===== config.mk =====
export PLATFORM = sky130hd
export DESIGN_NAME = stw_fault_map_builder_flat
export DESIGN_NICKNAME = d
export VERILOG_FILES = /design/src/rtl/stw_fault_map_builder_if.sv /design/src/rtl/stw_fault_map_builder.sv /design/src/flat_wrapper.sv
export SDC_FILE = /design/constraint.sdc
export NUM_CORES = 1
export LEC_CHECK = 0
export CAP_MARGIN = 5
export CORE_MARGIN = 3
export CORE_UTILIZATION = 41
export DETAILED_ROUTE_END_ITERATION = 10
export HOLD_SLACK_MARGIN = 0.12
export PLACE_DENSITY = 0.74
export SETUP_SLACK_MARGIN = 0.15
export SYNTH_ARGS = -nofsm -noshare
export SYNTH_HDL_FRONTEND = slang
export SYNTH_SLANG_ARGS = --single-unit
export TNS_END_PERCENT = 1

===== constraint.sdc =====
create_clock -name clk -period 2.36 [get_ports clk]
set_input_delay 0.236 -clock clk [delete_from_list [all_inputs] [get_ports clk]]
set_output_delay 0.236 -clock clk [all_outputs]
set_load 0.005 [all_outputs]

===== src/rtl/stw_fault_map_builder_if.sv =====
// Verdict/control bundle feeding the STW fault map builder.
// The test controller drives it (master); the builder samples it (slave).
interface stw_fault_map_builder_if #(
  parameter int ROWS = 3,
  parameter int COLS = 3
);
  localparam int RW = (ROWS > 1) ? $clog2(ROWS) : 1;
  localparam int CW = (COLS > 1) ? $clog2(COLS) : 1;

  logic          start;
  logic          pe_valid;
  logic [RW-1:0] pe_row;
  logic [CW-1:0] pe_col;
  logic          pe_pass;
  logic          pattern_done;

  modport master (
    output start, pe_valid, pe_row, pe_col, pe_pass, pattern_done
  );

  modport slave (
    input start, pe_valid, pe_row, pe_col, pe_pass, pattern_done
  );
endinterface


===== src/rtl/stw_fault_map_builder.sv =====
// Accumulates per-PE pass/fail verdicts over an STW window into a sticky
// fault map (1 = healthy, 0 = faulty) for the recompute controller.
module stw_fault_map_builder #(
  parameter int ROWS         = 3,
  parameter int COLS         = 3,
  parameter int NUM_RU       = 3,
  parameter int NUM_PATTERNS = 4
) (
  input  logic                             clk,
  input  logic                             rst,
  stw_fault_map_builder_if.slave           verdictIf,
  output logic                             STW_result_mat [0:ROWS-1][0:COLS-1],
  output logic                             result_valid,
  output logic                             busy,
  output logic [$clog2(ROWS*COLS+1)-1:0]   fault_count,
  output logic                             over_capacity,
  output logic                             addr_err
);
  localparam int FCW = $clog2(ROWS*COLS+1);
  localparam int PCW = (NUM_PATTERNS > 1) ? $clog2(NUM_PATTERNS) : 1;

  typedef enum logic [1:0] {IDLE, COLLECT, DONE} fsmStateT;

  fsmStateT       state;
  fsmStateT       stateNext;
  logic [PCW-1:0] patternCnt;
  logic           inRange;
  logic           newFault;
  logic           lastPattern;
  logic [FCW-1:0] faultCountNext;

  // A fault only counts on a healthy->faulty transition of its entry.
  always_comb begin
    inRange        = (int'(verdictIf.pe_row) < ROWS) && (int'(verdictIf.pe_col) < COLS);
    newFault       = 1'b0;
    if (inRange) begin
      newFault = verdictIf.pe_valid && !verdictIf.pe_pass &&
                 STW_result_mat[verdictIf.pe_row][verdictIf.pe_col];
    end
    faultCountNext = fault_count + FCW'(newFault);
    lastPattern    = verdictIf.pattern_done && (patternCnt == PCW'(NUM_PATTERNS - 1));
  end

  always_ff @(posedge clk) begin
    if (rst) state <= IDLE;
    else     state <= stateNext;
  end

  always_comb begin
    stateNext = state;
    if (verdictIf.start) begin
      stateNext = COLLECT;
    end else begin
      case (state)
        COLLECT: if (lastPattern) stateNext = DONE;
        default: stateNext = state;
      endcase
    end
  end

  always_comb begin
    busy         = (state == COLLECT);
    result_valid = (state == DONE);
  end

  // start clears the window exactly like reset; only the FSM target differs.
  always_ff @(posedge clk) begin
    if (rst || verdictIf.start) begin
      STW_result_mat <= '{default: 1'b1};
      fault_count    <= '0;
      over_capacity  <= 1'b0;
      addr_err       <= 1'b0;
      patternCnt     <= '0;
    end else if (state == COLLECT) begin
      if (verdictIf.pe_valid) begin
        if (!inRange) begin
          addr_err <= 1'b1;
        end else if (newFault) begin
          STW_result_mat[verdictIf.pe_row][verdictIf.pe_col] <= 1'b0;
          fault_count   <= faultCountNext;
          over_capacity <= (int'(faultCountNext) > NUM_RU);
        end
      end
      if (verdictIf.pattern_done && !lastPattern) begin
        patternCnt <= patternCnt + PCW'(1);
      end
    end
  end
endmodule


===== src/flat_wrapper.sv =====
// flat-port wrapper written by rule: the top's interface ports become plain ports
module stw_fault_map_builder_flat 
#(
  parameter int ROWS         = 3,
  parameter int COLS         = 3,
  parameter int NUM_RU       = 3,
  parameter int NUM_PATTERNS = 4
)
  (clk, rst, STW_result_mat, result_valid, busy, fault_count, over_capacity, addr_err, verdictIf_start, verdictIf_pe_valid, verdictIf_pe_row, verdictIf_pe_col, verdictIf_pe_pass, verdictIf_pattern_done);
  stw_fault_map_builder_if #(.ROWS(ROWS), .COLS(COLS)) verdictIf_i ();
  input  logic clk;
  input  logic rst;
  output logic STW_result_mat[0:ROWS-1][0:COLS-1];
  output logic result_valid;
  output logic busy;
  output logic [$clog2(ROWS*COLS+1)-1:0] fault_count;
  output logic over_capacity;
  output logic addr_err;
  input wire logic [$bits(verdictIf_i.start)-1:0] verdictIf_start;
  input wire logic [$bits(verdictIf_i.pe_valid)-1:0] verdictIf_pe_valid;
  input wire logic [$bits(verdictIf_i.pe_row)-1:0] verdictIf_pe_row;
  input wire logic [$bits(verdictIf_i.pe_col)-1:0] verdictIf_pe_col;
  input wire logic [$bits(verdictIf_i.pe_pass)-1:0] verdictIf_pe_pass;
  input wire logic [$bits(verdictIf_i.pattern_done)-1:0] verdictIf_pattern_done;
  assign verdictIf_i.start = verdictIf_start;
  assign verdictIf_i.pe_valid = verdictIf_pe_valid;
  assign verdictIf_i.pe_row = verdictIf_pe_row;
  assign verdictIf_i.pe_col = verdictIf_pe_col;
  assign verdictIf_i.pe_pass = verdictIf_pe_pass;
  assign verdictIf_i.pattern_done = verdictIf_pattern_done;
  stw_fault_map_builder #(.ROWS(ROWS), .COLS(COLS), .NUM_RU(NUM_RU), .NUM_PATTERNS(NUM_PATTERNS)) u_core (.clk(clk), .rst(rst), .verdictIf(verdictIf_i), .STW_result_mat(STW_result_mat), .result_valid(result_valid), .busy(busy), .fault_count(fault_count), .over_capacity(over_capacity), .addr_err(addr_err));
endmodule

Word-level counts from Yosys, hierarchy flattened
Index checks and enable logic that the tools add are counted.
{ "totals": {"out_inout_bits": 17, "elab_cells": 64, "ff_bits": 19, "inputBits": 10} }
{ "op_classes": {"addsub": 2, "order_cmp": 7, "bitwise": 5, "muxes": 14, "n_reduce_logical": 18, "n_eq_ne": 3} }
{ "op_table": {"columns": ["operator", "count"], "rows": [
  ["9-bit bitwise AND", 1],
  ["3-bit two-way mux", 3],
  ["9-bit inverter", 1],
  ["1-bit logical AND", 7],
  ["1-bit two-way mux", 7],
  ["3-bit binary-select mux with 2-bit select", 1],
  ["3-bit demux with 2-bit select", 1],
  ["3-bit >= comparator (second input constant)", 2],
  ["3-bit by 1-bit less-than comparator with 1-bit output (second input constant)", 2],
  ["2-bit inverter with 3-bit output", 2],
  ["2-bit AND reduction", 3],
  ["4-bit by 1-bit adder with 4-bit output", 1],
  ["2-bit == test (second input constant)", 2],
  ["4-bit by 2-bit > comparator with 1-bit output (second input constant)", 1],
  ["2-bit less-than comparator (second input constant)", 2],
  ["4-bit AND reduction", 1],
  ["2-bit nonzero test", 2],
  ["3-bit AND reduction", 1],
  ["2-bit by 1-bit adder with 2-bit output (second input constant)", 1],
  ["1-bit binary-select mux with 2-bit select", 1],
  ["1-bit demux with 2-bit select", 1],
  ["2-bit by 1-bit == test with 1-bit output (second input constant)", 1],
  ["1-bit logical NOT", 2],
  ["2-bit OR reduction", 1],
  ["other kinds (2)", 2]
]} }

Longest topological paths before layout
{ "logic_depth": {"word_depth": 11, "ltp_mapped": 10, "depth_no_buf": 9} }

Worst setup path before layout
No wires, ideal clock.
{ "synth_timing": {"kind": "input -> register", "from": "input port verdictIf_pe_row[1]", "to": "register u_core.over_capacity", "required_time_ns": 2.228, "stages": 10, "setup_time_ns": 0.132, "n_path_buf": 1, "path_slack_ns": 0.085, "t_arrival_ns": 2.143, "cell_sequence": "buf_2 -> nand3b_1 -> a211oi_1 -> o41ai_2 -> inv_2 -> ha_1 -> ha_1 -> xor2_1 -> nor4_1 -> nor3_1"} }
{ "synth_between": {"elab_chain_len": 11, "elab_cells_between_ends": 14, "classes_between": "1 x add/sub; 2 x order compare; 7 x mux; 1 x bitwise; 3 x reduce/logical"} }
{ "synth_rtl": {"columns": ["element", "line_no", "rtl"], "rows": [
  ["start: declaration", "flat_wrapper.sv:21", "input wire logic [$bits(verdictIf_i.pe_row)-1:0] verdictIf_pe_row;"],
  ["2-bit inverter with 3-bit output (not written as such)", "stw_fault_map_builder.sv:38", "STW_result_mat[verdictIf.pe_row][verdictIf.pe_col];"],
  ["3-bit binary-select mux with 2-bit select", "stw_fault_map_builder.sv:38", null],
  ["3-bit two-way mux (not written as such) (2 in a row)", "stw_fault_map_builder.sv:38", null],
  ["1-bit binary-select mux with 2-bit select", "stw_fault_map_builder.sv:38", null],
  ["1-bit two-way mux (not written as such) (2 in a row)", "stw_fault_map_builder.sv:38", null],
  ["1-bit logical AND", "stw_fault_map_builder.sv:37", "newFault = verdictIf.pe_valid && !verdictIf.pe_pass &&"],
  ["1-bit two-way mux", "stw_fault_map_builder.sv:36", "if (inRange) begin"],
  ["4-bit by 1-bit adder with 4-bit output", "stw_fault_map_builder.sv:40", "faultCountNext = fault_count + FCW'(newFault);"],
  ["4-bit by 2-bit > comparator with 1-bit output", "stw_fault_map_builder.sv:81", "over_capacity <= (int'(faultCountNext) > NUM_RU);"],
  ["end signal: assignment", "stw_fault_map_builder.sv:81", null],
  ["end: declaration", "stw_fault_map_builder.sv:16", "output logic over_capacity,"]
]} }
Parallel ways exist; a longest one is shown, timed or not. The select of a mux whose other input is x is not followed.
A chain may end at the register's enable or synchronous reset.

Final worst setup path
{ "layout_timing": {"from": "register u_core.STW_result_mat[8] (netlist name)", "to": "register u_core.fault_count[2]"} }
{ "layout_between": {"elab_chain_len": 9, "elab_cells_between_ends": 10, "classes_between": "1 x add/sub; 7 x mux; 2 x reduce/logical"} }
{ "layout_rtl": {"columns": ["element", "line_no", "rtl"], "rows": [
  ["3-bit binary-select mux with 2-bit select (*)", "stw_fault_map_builder.sv:38", null],
  ["3-bit two-way mux (not written as such) (*) (2 in a row)", "stw_fault_map_builder.sv:38", null],
  ["1-bit binary-select mux with 2-bit select (*)", "stw_fault_map_builder.sv:38", null],
  ["1-bit two-way mux (not written as such) (*) (2 in a row)", "stw_fault_map_builder.sv:38", null],
  ["1-bit logical AND (*)", "stw_fault_map_builder.sv:37", null],
  ["1-bit two-way mux (*)", "stw_fault_map_builder.sv:36", null],
  ["4-bit by 1-bit adder with 4-bit output / 4-bit AND reduction (equally long branches)", null, null],
  ["end signal: assignment", "stw_fault_map_builder.sv:80", "fault_count <= faultCountNext;"],
  ["end: declaration", "stw_fault_map_builder.sv:15", "output logic [$clog2(ROWS*COLS+1)-1:0] fault_count,"]
]} }
Mark *: on every way between the ends. The rest lies on a longest branch, timed or not. The select of a mux whose other input is x is not followed.

==> metrics.log <==
INFO  metric run_status = finished clean
INFO  metric std_cell_rows = 16
INFO  metric hold_violations = 0
INFO  metric synth.top_cells.by_area = sky130_fd_sc_hd__dfxtp_1 (41%), sky130_fd_sc_hd__a21oi_1 (6.5%), sky130_fd_sc_hd__nor2_1 (6.5%)
INFO  metric fp.dieH = 53.46 um
INFO  metric final_core_util = 0.6808
INFO  metric finalCritPeriodShare = 0.9342
INFO  metric max_freq = 0.4536 GHz
INFO  metric number_of_synthesized_flops_with_an_enable_pin = 0
INFO  metric postCtsHoldBufs = 0
INFO  metric detail_route.vias_per_cell = 5.471
INFO  metric number_of_buffers_inserted_during_clock_tree_synthesis = 3
INFO  metric synth_nets = 116
INFO  metric mappedNetlistArea = 923.4 sq um
INFO  metric tightest_hold_check_type = in -> reg
INFO  metric cellPowerDensity = 414.1 mW/mm^2
INFO  metric detailed_placer_s_ending_hpwl = 1680 um
INFO  metric timing_worst_setup_path_type = reg -> reg
INFO  metric post-route-cell-area = 0.001390 sq mm
INFO  metric critPathBufInv = 2
INFO  metric fillers = 169
INFO  metric portBuffers = 26
INFO  metric grt_max_degree = 20
INFO  metric drtPass1Iterations = 4
INFO  metric synth_cell_type_count = 34
INFO  metric placedCellCount = 164
INFO  metric grt_usage = 0.1729
INFO  metric timing.critical_path.slowest_cell_delay = 490 ps
INFO  metric cpMostUsedCell = sky130_fd_sc_hd__ha_2
INFO  metric cts.sinks = 19
INFO  metric initial_core_util = 0.4522
INFO  metric io-pin-count = 27
INFO  metric clock_tree.root_cell = sky130_fd_sc_hd__clkbuf_4
INFO  metric drt_drc_violations_left = 0
INFO  metric grt_antenna_before_repair = 0
INFO  metric postSynthAreaPerCell = around 9 sq um
INFO  metric clk_latency = 300 ps
INFO  metric synth_flop_cell = sky130_fd_sc_hd__dfxtp_1
INFO  metric final.setup.worst_slack = around 160 ps
INFO  metric clockBufferDepth = 2
INFO  metric detailed_place.area = roughly 0.0013 sq mm
INFO  metric clk_pin_slew = around 110 ps
INFO  metric report.final.slew_viol_count = 0
INFO  metric grt_pass1_wl = 3588 um
INFO  metric synth_top_cell_area_share = 0.4119
INFO  metric max_slew.worst_pin.slew = 483.0 ps
INFO  metric route.final.wire_length = 2308 um
INFO  metric finalCriticalPeriod = 2205 ps
INFO  metric crit_arrival = around 2500 ps
INFO  metric crit_required = approximately 2600 ps
INFO  metric setup_violations = 0
INFO  metric diodes_inserted = 0
INFO  metric clock_h_tree_levels = 1
INFO  metric post_route_cells_drive_above_1_share = 0.2621
INFO  metric critPathCaptureType = flop
INFO  metric synth_async_sr_flop_share = 0
INFO  metric cells_after_synthesis = 103
INFO  metric first_iter_violations = 9
INFO  metric final-instance-count-excl-fill = 172
INFO  metric critical_path.cell_chain = or3b_1, a211oi_2, o41ai_2, inv_2, ha_2, ha_2, inv_1, or4_1, a21oi_1
INFO  metric regArea = 381.6 sq um
INFO  metric grt_overflow = 0
INFO  metric relSlewSlack = 0.6773
INFO  metric die-area = 0.002857 sq mm
INFO  metric static-leakage-power = 0.5289 nW
INFO  metric synth_top_cell_by_area = sky130_fd_sc_hd__dfxtp_1
INFO  metric fin_worst_skew = roughly 6.3 ps
INFO  metric antenna_violating_nets_post_route = 0
INFO  metric rsz_0062_raised_after_global_routing = true
INFO  metric globalplace.congestion = between 0.8 and 0.9
INFO  metric core_area = 0.002042 sq mm
INFO  metric yosys_register_bits = 19
INFO  metric tritoncts = built
INFO  metric synth-seq-area-share = 0.4119
INFO  metric slowest_stage = sky130_fd_sc_hd__or4_1
INFO  metric critical_path_peak_fanout = 2
INFO  metric ys_warn_count = 0
INFO  metric drt-wirelength-per-cell = 13.42 um
INFO  metric area_growth = 50.54%
INFO  metric drv.max_cap_violation_count = 0
INFO  metric timing.critical_path.max_delay_family = simple AND/OR/NAND/NOR gates
INFO  metric multi_input_gate_area = 546.8 sq um
INFO  metric fin_nets = approximately 160
INFO  metric die_w = 53.46 um
INFO  metric crit_path_start_kind = flop
INFO  metric irDropWorstVdd = 0.3633 mV
INFO  metric place_worst_setup_slack = -321.6 ps
INFO  metric route.vias.total = ~940
INFO  metric first_global_vias = 851
## flip-flops by register name, indices dropped and copies added, names as in the netlist
name                   count
u_core.fault_count         4
u_core.patternCnt          2
u_core.addr_err            1
u_core.STW_result_mat      9
u_core.state               2
u_core.over_capacity       1
## final timing paths
check	start	slack, ps	endpoint	depth (start not counted)
max reg2reg	u_core.STW_result_mat[8]$_SDFFE_PP1P_	160	u_core.fault_count[2]$_SDFFE_PP0P_	9
min reg2reg	u_core.addr_err$_SDFFE_PP0P_	480	u_core.addr_err$_SDFFE_PP0P_	2
max	u_core.STW_result_mat[8]$_SDFFE_PP1P_	160	u_core.fault_count[2]$_SDFFE_PP0P_	9
min	verdictIf_pe_row[0]	400	u_core.addr_err$_SDFFE_PP0P_	4
## layout by cell type, fill, tap and decap left out, types with 2 or more instances in the layout
master                            netlist  routed
sky130_fd_sc_hd__clkdlybuf4s50_1        0      22
sky130_fd_sc_hd__dfxtp_1               19      18
sky130_fd_sc_hd__nor2_1                16      16
sky130_fd_sc_hd__buf_4                  1      16
sky130_fd_sc_hd__a21oi_1               12      12
sky130_fd_sc_hd__nand3_1                4       4
sky130_fd_sc_hd__nand3b_1               3       3
sky130_fd_sc_hd__a21oi_2                3       3
sky130_fd_sc_hd__clkbuf_4               0       3
sky130_fd_sc_hd__dlygate4sd2_1          0       3
sky130_fd_sc_hd__or3b_1                 2       2
sky130_fd_sc_hd__a211oi_2               1       2
sky130_fd_sc_hd__nand2b_1               2       2
sky130_fd_sc_hd__mux2i_1                3       2
sky130_fd_sc_hd__inv_1                  2       2
sky130_fd_sc_hd__nor3b_1                3       2
sky130_fd_sc_hd__xnor2_1                2       2
sky130_fd_sc_hd__o31ai_1                2       2
sky130_fd_sc_hd__or4_1                  2       2
sky130_fd_sc_hd__nor3_1                 2       2
sky130_fd_sc_hd__a31oi_1                2       2
sky130_fd_sc_hd__o21ai_0                2       2
sky130_fd_sc_hd__ha_2                   0       2
## synthesized netlist by cell type (all sizes together) (3+ instances only)
cell type	n
dfxtp	19
nor2	16
a21oi	15
nand3	4
clkbuf	3
ha	3
inv	3
mux2i	3
nand3b	3
nor3b	3
## layer usage
layer	wire, um	GRT usage
met3	97	0.02817
met5	0	0
met4	48	0.08936
met2	1118	0.3000
met1	1044	0.2000
## worst min-delay path: stages
cell and delay (ps):
sky130_fd_sc_hd__dlymetal6s2s_1 120, sky130_fd_sc_hd__a22o_2 180, sky130_fd_sc_hd__a31oi_1 80, sky130_fd_sc_hd__nor2_1 70
## repair_timing
action	in CTS	in global routing
buffers inserted	1	3
endpoints found under the hold margin	0	0
pin swaps	2	4
endpoints found under the setup margin	2	2
gates resized for setup	9	5
## layout make-up
type | instances | area share
inverter | 3 | 0.008101
timing repair buffer | 43 | 0.2808
tap | 27 | 0.02430
multi-input combinational | 76 | 0.3933
sequential | 19 | 0.2745
clock buffer | 4 | 0.01890
## cells by family (layout without fill, tap and decap cells)
kind of cell | Yosys count | in the layout | share of synthesized area
simple gates | 41 | 41 | 0.2547
compound gates | 26 | 26 | 0.1938
flops | 19 | 19 | 0.4119
buf+inv | 8 | 50 | 0.03794
fa+ha+maj | 3 | 3 | 0.04065
xor+xnor | 3 | 3 | 0.02846
mux | 3 | 3 | 0.03252
## stage by stage
| stage | hold WS [ps] | power [mW] | TNS, ps |
|---|---|---|---|
| 3_5_place_dp | 458.9 | 0.4087 | -677.6 |
| 4_1_cts | 483.1 | 0.5730 | 0 |
| 6_report | 402.4 | 0.5757 | 0 |
| 2_1_floorplan | 308.4 | 0.3688 | 0 |
| 3_3_place_gp | 450.4 | 0.4075 | -536.9 |
| 5_1_grt | 434.8 | 0.6048 | 0 |
## power by group
group          leakage (nW)  switching, mW  internal (mW)  total (mW)
registers             0.153        0.00177          0.323       0.325
logic                 0.361         0.0404         0.0441      0.0845
clock network        0.0150          0.101         0.0660       0.167
total                 0.529          0.143          0.433       0.576
No activity file was read; power rests on OpenSTA's default activity.
